===== src/rtl/systolic_pkg.sv =====
// Shared types and helpers for the systolic array feed path.
package systolic_pkg;

  typedef enum logic [1:0] {
    IDLE  = 2'd0,
    LOAD  = 2'd1,
    DRAIN = 2'd2
  } feed_state_t;

  // Larger of the two array dimensions; sets the skew depth and drain length.
  function automatic int unsigned max_dim(input int unsigned h, input int unsigned w);
    return (h > w) ? h : w;
  endfunction

endpackage


===== src/rtl/skew_lane_delay.sv =====
// Fixed-depth register chain for one skewed lane; output is the last stage.
module skew_lane_delay #(
  parameter int unsigned DEPTH = 1,
  parameter int unsigned WIDTH = 16
) (
  input  logic             clk,
  input  logic             reset,
  input  logic [WIDTH-1:0] din,
  output logic [WIDTH-1:0] dout
);

  logic [WIDTH-1:0] stage [DEPTH];

  always_ff @(posedge clk or negedge reset) begin
    if (!reset) begin
      for (int i = 0; i < int'(DEPTH); i++) stage[i] <= '0;
    end else begin
      stage[0] <= din;
      for (int i = 1; i < int'(DEPTH); i++) stage[i] <= stage[i-1];
    end
  end

  assign dout = stage[DEPTH-1];

endmodule


===== src/rtl/systolic_feed_skewer.sv =====
// Skews A/B slices diagonally into the systolic array and flags the final slice.
// Optional SKEW_BUBBLE_COUNT_EN adds bubble_cnt (LOAD cycles without an accept).
module systolic_feed_skewer
  import systolic_pkg::*;
#(
  parameter int unsigned WIDTH      = 16,
  parameter int unsigned ARR_HEIGHT = 4,
  parameter int unsigned ARR_WIDTH  = 4,
  parameter int unsigned K_BITS     = 8
) (
  input  logic                        clk,
  input  logic                        reset,
  input  logic                        start,
  input  logic [K_BITS-1:0]           k_len,
  input  logic                        in_valid,
  output logic                        in_ready,
  input  logic [ARR_HEIGHT*WIDTH-1:0] a_vec,
  input  logic [ARR_WIDTH*WIDTH-1:0]  b_vec,
  output logic [ARR_HEIGHT*WIDTH-1:0] out_a,
  output logic [ARR_WIDTH*WIDTH-1:0]  out_b,
  output logic                        done_flag,
`ifdef SKEW_BUBBLE_COUNT_EN
  output logic [K_BITS-1:0]           bubble_cnt,
`endif
  output logic                        busy
);

  localparam int unsigned MAX_DIM   = max_dim(ARR_HEIGHT, ARR_WIDTH);
  localparam int unsigned DRAIN_LEN = MAX_DIM - 1;
  localparam int unsigned DW        = $clog2(MAX_DIM + 1);

  feed_state_t       state;
  logic [K_BITS-1:0] cnt;
  logic [DW-1:0]     dcnt;
  logic              accept;

  // in_ready is high exactly while in LOAD, so this is the handshake.
  assign accept = in_valid && in_ready;

  always_ff @(posedge clk or negedge reset) begin
    if (!reset) begin
      state     <= IDLE;
      cnt       <= '0;
      dcnt      <= '0;
      in_ready  <= 1'b0;
      busy      <= 1'b0;
      done_flag <= 1'b0;
    end else begin
      done_flag <= 1'b0;
      case (state)
        IDLE: begin
          if (start && (k_len != '0)) begin
            state    <= LOAD;
            cnt      <= k_len;
            in_ready <= 1'b1;
            busy     <= 1'b1;
          end
        end
        LOAD: begin
          if (accept) begin
            cnt <= cnt - K_BITS'(1);
            if (cnt == K_BITS'(1)) begin
              done_flag <= 1'b1;
              in_ready  <= 1'b0;
              if (DRAIN_LEN == 0) begin
                state <= IDLE;
                busy  <= 1'b0;
              end else begin
                state <= DRAIN;
                dcnt  <= DW'(DRAIN_LEN);
              end
            end
          end
        end
        DRAIN: begin
          if (dcnt == DW'(1)) begin
            state <= IDLE;
            busy  <= 1'b0;
          end else begin
            dcnt <= dcnt - DW'(1);
          end
        end
        default: begin
          state    <= IDLE;
          in_ready <= 1'b0;
          busy     <= 1'b0;
        end
      endcase
    end
  end

`ifdef SKEW_BUBBLE_COUNT_EN
  always_ff @(posedge clk or negedge reset) begin
    if (!reset) begin
      bubble_cnt <= '0;
    end else if ((state == IDLE) && start && (k_len != '0)) begin
      bubble_cnt <= '0;
    end else if ((state == LOAD) && !accept && (bubble_cnt != '1)) begin
      bubble_cnt <= bubble_cnt + K_BITS'(1);
    end
  end
`endif

  // Non-accept cycles inject zeros so every bubble is a clean zero anti-diagonal.
  for (genvar i = 0; i < int'(ARR_HEIGHT); i++) begin : g_a_lane
    logic [WIDTH-1:0] a_in;
    assign a_in = accept ? a_vec[i*WIDTH +: WIDTH] : '0;
    skew_lane_delay #(.DEPTH(i + 1), .WIDTH(WIDTH)) u_dly (
      .clk   (clk),
      .reset (reset),
      .din   (a_in),
      .dout  (out_a[i*WIDTH +: WIDTH])
    );
  end

  for (genvar j = 0; j < int'(ARR_WIDTH); j++) begin : g_b_lane
    logic [WIDTH-1:0] b_in;
    assign b_in = accept ? b_vec[j*WIDTH +: WIDTH] : '0;
    skew_lane_delay #(.DEPTH(j + 1), .WIDTH(WIDTH)) u_dly (
      .clk   (clk),
      .reset (reset),
      .din   (b_in),
      .dout  (out_b[j*WIDTH +: WIDTH])
    );
  end

endmodule

===== config.mk =====
export PLATFORM = sky130hd
export DESIGN_NAME = systolic_feed_skewer
export DESIGN_NICKNAME = d
export VERILOG_FILES = /design/src/rtl/systolic_pkg.sv /design/src/rtl/skew_lane_delay.sv /design/src/rtl/systolic_feed_skewer.sv
export SDC_FILE = /design/constraint.sdc
export NUM_CORES = 1
export LEC_CHECK = 0
export BUFFER_PORTS_ARGS = -buffer_cell sky130_fd_sc_hd__buf_2
export CORE_MARGIN = 5
export CORE_UTILIZATION = 50
export DETAILED_ROUTE_END_ITERATION = 6
export MAX_ROUTING_LAYER = met4
export PLACE_DENSITY_LB_ADDON = 0.05
export SLEW_MARGIN = 30
export SYNTH_ARGS = -nofsm -noshare
export SYNTH_HDL_FRONTEND = slang
export SYNTH_SLANG_ARGS = --single-unit

===== constraint.sdc =====
create_clock -name clk -period 1.85 [get_ports clk]
set_input_delay 0.0925 -clock clk [delete_from_list [all_inputs] [get_ports clk]]
set_output_delay 0.0925 -clock clk [all_outputs]
set_load 0.1 [all_outputs]

Yosys cells after proc, flatten, opt, wreduce, memory -nomap -nowiden
Cells that the tools add are included.

word-level totals
  register bits after elaboration = 336
  output and inout bits = 131
  logic and storage cells = 79

operators by class
  add/subtract/negate cells = 2
  equality and inequality tests = 9
  muxes and demuxes = 29
  bitwise gates (word level) = 2
  reduce and logical (&&, ||, !) cells = 11

operators with widths
  kind                 number
  $mux 16              8
  $mux 8               2
  $pmux 8 s2           1
  $reduce_and 4->1     3
  $ne 2x2->1 const B   5
  $mux 3               3
  $eq 8x1->1 const B   1
  $mux 2               4
  $reduce_bool 8->1    1
  $sub 8x1->8 const B  1
  $mux 1               7
  $pmux 1 s3           2
  $pmux 2 s3           1
  $pmux 3 s2           1
  $reduce_and 3->1     2
  $reduce_bool 2->1    2
  $eq 3x1->1 const B   1
  $sub 3x1->3 const B  1
  $eq 2x1->1 const B   1
  $eq 2x2->1 const B   1
  $logic_and 1x1->1    2
  $logic_not 2->1      1
  $not 1->1            2

Depth between registers and ports, before layout
  depth after elaboration = 4
  mapped depth = 6
  gate-level depth less buffers = 6

By module
A second synthesis with hierarchy kept.

second synthesis, totals
  cells, all modules = 682
  area, all modules = 10674.0 um^2

modules (own cells, without submodules)
  module                                   times used  cells an instance  area each (um^2)
  skew_lane_delay (g_a_lane[3].u_dly ...)  2           80                 1721.7
  skew_lane_delay (g_a_lane[2].u_dly ...)  2           64                 1321.3
  systolic_feed_skewer                     1           266                1945.6
  skew_lane_delay (g_a_lane[1].u_dly ...)  2           48                 920.9
  skew_lane_delay (g_a_lane[0].u_dly ...)  2           16                 400.4

Worst setup path before layout
No wires, ideal clock.

  kind = reg-to-reg
  start = register in_ready
  end = register in_ready
  setup time = 118 ps
  data arrival time = 1891 ps
  required time = 1732 ps
  slack = -159 ps
  stages on the path, launching flop included = 5
  path buffers = 0
  period minus slack after synthesis = 2009 ps
  cell sequence = dfrtp_1 > nand2_1 > nor4_4 > o21ai_0 > a21o_1

on the way
  cells in the longest elaborated chain, start to end = 3

RTL lines
  item                        line                        RTL
  from (decl)                 systolic_feed_skewer.sv:16  output logic in_ready,
  from (signal assigned)      systolic_feed_skewer.sv:45  in_ready <= 1'b0;
  from (signal assigned)      systolic_feed_skewer.sv:55  in_ready <= 1'b1;
  from (signal assigned)      systolic_feed_skewer.sv:64  in_ready <= 1'b0;
  $logic_and 1x1->1           systolic_feed_skewer.sv:38  assign accept = in_valid && in_ready;
  $ne 2x2->1 (no line)        --
  $reduce_and 4->1 (no line)  --

Every way passes these cells.
A chain may end at the register's enable or synchronous reset.

Final worst setup path
  start = register cnt[4]
  end = register in_ready

on the way
  cells in the longest elaborated chain, start to end = 3

RTL lines
  item                        line                        RTL
  from (decl)                 systolic_feed_skewer.sv:33  logic [K_BITS-1:0] cnt;
  from (signal assigned)      systolic_feed_skewer.sv:54  cnt <= k_len;
  from (signal assigned)      systolic_feed_skewer.sv:61  cnt <= cnt - K_BITS'(1);
  $eq 8x1->1                  systolic_feed_skewer.sv:62  if (cnt == K_BITS'(1)) begin
  $ne 2x2->1 (no line)        --
  $reduce_and 4->1 (no line)  --
  to (signal assigned)        systolic_feed_skewer.sv:55
  to (signal assigned)        systolic_feed_skewer.sv:64
  to (signal assigned)        systolic_feed_skewer.sv:85  in_ready <= 1'b0;

Every way passes these cells.

==> results_dict.tcl <==
set metrics [dict create \
    synthTopCellsByArea "dfrtp_1, and3_1, buf_4, clkbuf_1, ha_1" \
    synthAdderAreaFrac_pct 0.472 \
    rsz0062_at_grt "false" \
    r2r_cells 4 \
    fin_crit_ns 1.79 \
    startpoint_type "flop" \
    grt_pass1_wl_um 35600 \
    row_count 53 \
    coreArea_um2 21000 \
    finClkSkew_ns 0.0101 \
    gp_congestion 0.824 \
    vias_per_cell 4.73 \
    r2r-end "in_ready" \
    gr-usage-met3_pct 4.88 \
    wl_per_cell_um 16.7 \
    drive_above_1_share_pct 33.7 \
    cts_buffers 35 \
    hold_violations 0 \
    hold_slack_ns 0.0202 \
    p_leak_nw 7.72 \
    setup_viol 0 \
    avgSynthCellArea_um2 15.6 \
    drv_slew 0 \
    clkSlewWorstSetupHoldPaths_ns 0.06 \
    clock_latency_ns 0.50 \
    htreeDepth 2 \
    wl_um 21800 \
    via_count 6202 \
    grt-busiest-layer "met2" \
    antenna_cells 0 \
    cp.required_ns 2.23 \
    synth_mux_area_share_pct 0.189 \
    use_met1_pct 23.0 \
    synthSimpleGateAreaFrac_pct 9.81 \
    grt_pass1_vias 6905 \
    antenna_found_initial 0 \
    reg2reg_slack_ns 0.06 \
    die-area_um2 24200 \
    finalCritPeriodShare_pct 96.5 \
    first_pass_iters 5 \
    die_y_um 156 \
    route.detailed.drc 0 \
    min_path_type "in -> reg" \
    instances_no_fill 1310 \
    fin_tns_setup_ns 0 \
    cts_tree "done" \
    fill_cells 1476 \
    ant_nets 0 \
    drt-initial-drc-count 248 \
    post-place-cells 1113 \
    syn-cell-area_um2 10600 \
    synthCells 680 \
    criticalPathCategory "reg -> reg" \
    root_buffer "clkbuf_16" \
    crit_path_end_kind "flop" \
    worstPathArrival_ns 2.17 \
    setup_ws_ns 0.0639 \
    synth_seq_cells 336 \
    max_freq_ghz 0.560 \
    path_max_fanout 7 \
    holdCritStartpoint "k_len[5]" \
    ys_types 35 \
    clkSinkCount 336 \
    die_x_um 156 \
    post-dp-hpwl_um 13800 \
    synth_area_leader_cell "dfrtp_1" \
    r2r-start "cnt[4]" \
    yosys_warnings 0 \
    hold_path_depth 3 \
    ir_worst_vdd_uv 1010 \
    ios 271 \
    status "complete, no violations" \
    p_per_area_nw_per_um2 1490 \
    grt_overflow 0 \
    synth_top_cell_area_share_pct 79.2 \
    max_slew.worst_pin.slew_ns 0.637 \
    drv_cap 0 \
    io_buffers 270 \
    nets 1154 \
    final_common_cell "dfrtp_1" \
    seq_area_um2 8410 \
    slew_headroom_pct 57.1 \
    synth_top_family_by_area "simple AND/OR/NAND/NOR gates" \
    synth_xor_area_share_pct 0 \
    critPathLaunch "cnt[4]" \
    grt_start_max_net_pins 90 \
    layout_common_cells "dfrtp_1, buf_2, dlygate4sd3_1, and3_1, clkbuf_16" \
    seq_area_frac_synth_pct 79.2 \
    synth_compound_area_share_pct 2.12 \
    ctsLongestPathBuffers 3 \
    area.growth.synth_to_final_pct 34.7 \
    use_met2_pct 31.5 \
    synthesis.nets 824 \
    hold-path-endpoint "cnt[5]" \
    pre_cts_slack_ns 0.0685 \
    multi_input_area_um2 1340 \
    start_util_pct 50.6 \
    grt_util_all_layers_pct 19.1 \
    post_cts_buffers 0 \
]
-- layout make-up --
class / instances / area share (%)
clock buffer: 49 / 7.21
clock inverter: 13 / 1.65
tap: 275 / 2.41
timing repair buffer: 420 / 20.3
inverter: 8 / 0.210
multi-input combinational: 209 / 9.39
sequential: 336 / 58.9
-- synthesized netlist by cell type --
| cell type | count |
|---|---|
| a211o_1 | 2 |
| a211oi_1 | 1 |
| a211oi_2 | 1 |
| a21o_1 | 1 |
| a21oi_1 | 9 |
| a221oi_1 | 4 |
| and2_1 | 1 |
| and2_4 | 1 |
| and3_1 | 128 |
| buf_4 | 96 |
| clkbuf_1 | 31 |
| dfrtp_1 | 336 |
| ha_1 | 4 |
| inv_1 | 8 |
| mux2i_1 | 2 |
| nand2_1 | 12 |
| nand2b_1 | 4 |
| nand3_1 | 1 |
| nand3b_1 | 1 |
| nor2_1 | 7 |
| nor2b_1 | 2 |
| nor3_1 | 2 |
| nor4_1 | 2 |
| nor4_2 | 1 |
| nor4_4 | 1 |
| nor4b_1 | 1 |
| o21ai_0 | 6 |
| o21ai_1 | 2 |
| o221ai_1 | 2 |
| o22ai_1 | 4 |
| o311a_1 | 1 |
| o31ai_1 | 1 |
| or3_1 | 3 |
| or3b_1 | 1 |
| or4_4 | 1 |
-- worst max-delay path, stage by stage (launching register included) --
cell and delay, ns:
dfrtp_1 0.44, or4_4 0.59, nor4_4 0.32, o21ai_0 0.14
a21o_1 0.19
-- power by group --
| part | leakage [nW] | internal, mW | switching [mW] |
|---|---|---|---|
| registers | 4.35 | 8.31 | 0.330 |
| logic | 2.75 | 1.11 | 4.08 |
| clock network | 0.615 | 4.73 | 2.68 |
-- flip-flops by register name (all words and copies together) (netlist names) --
name	count
state	2
dcnt	3
cnt	8
in_ready	1
g_a_lane.u_dly.stage	96
g_a_lane.u_dly.dout	64
busy	1
g_b_lane.u_dly.dout	64
done_flag	1
g_b_lane.u_dly.stage	96
-- timing repair --
item | in CTS | in global routing
endpoints found under the hold margin | 470 | 0
hold buffers | 135 | 0
gates resized for setup | 1 | 1
setup endpoints to repair | 1 | 1
pin swaps | 0 | 0
-- layer usage --
layer,vias up,wire length (um)
met1,3065,8610
met5,-,0
li1,2824,-
met4,0,703
met2,248,11000
met3,65,1540
-- logic make-up (layout without fill, tap and decap cells) --
family / after synthesis / after routing
AOI/OAI and AO/OA: 34 / 34
adders and majority gates: 4 / 4
buffers and inverters: 135 / 490
DFF: 336 / 336
muxes: 2 / 2
and+or+nand+nor: 169 / 169
-- how the worst max path moves through the flow --
stage                     to  slack [ns]  cells after the start
floorplan           in_ready        0.18                      4
global placement    in_ready        0.11                      4
detailed placement  in_ready        0.07                      4
CTS                 in_ready        0.06                      4
global route        in_ready       0.008                      4
finish              in_ready        0.06                      4
-- stage by stage --
step	total power [mW]	util (%)	area [um2]
6_report	21.2	68.2	14300
5_1_grt	22.1	68.2	14300
4_1_cts	21.5	68.2	14300
3_5_place_dp	13.7	55.7	11700
3_3_place_gp	13.6	55.7	11700
2_1_floorplan	13.0	-	10600
No activity file was read; power rests on OpenSTA's default activity.
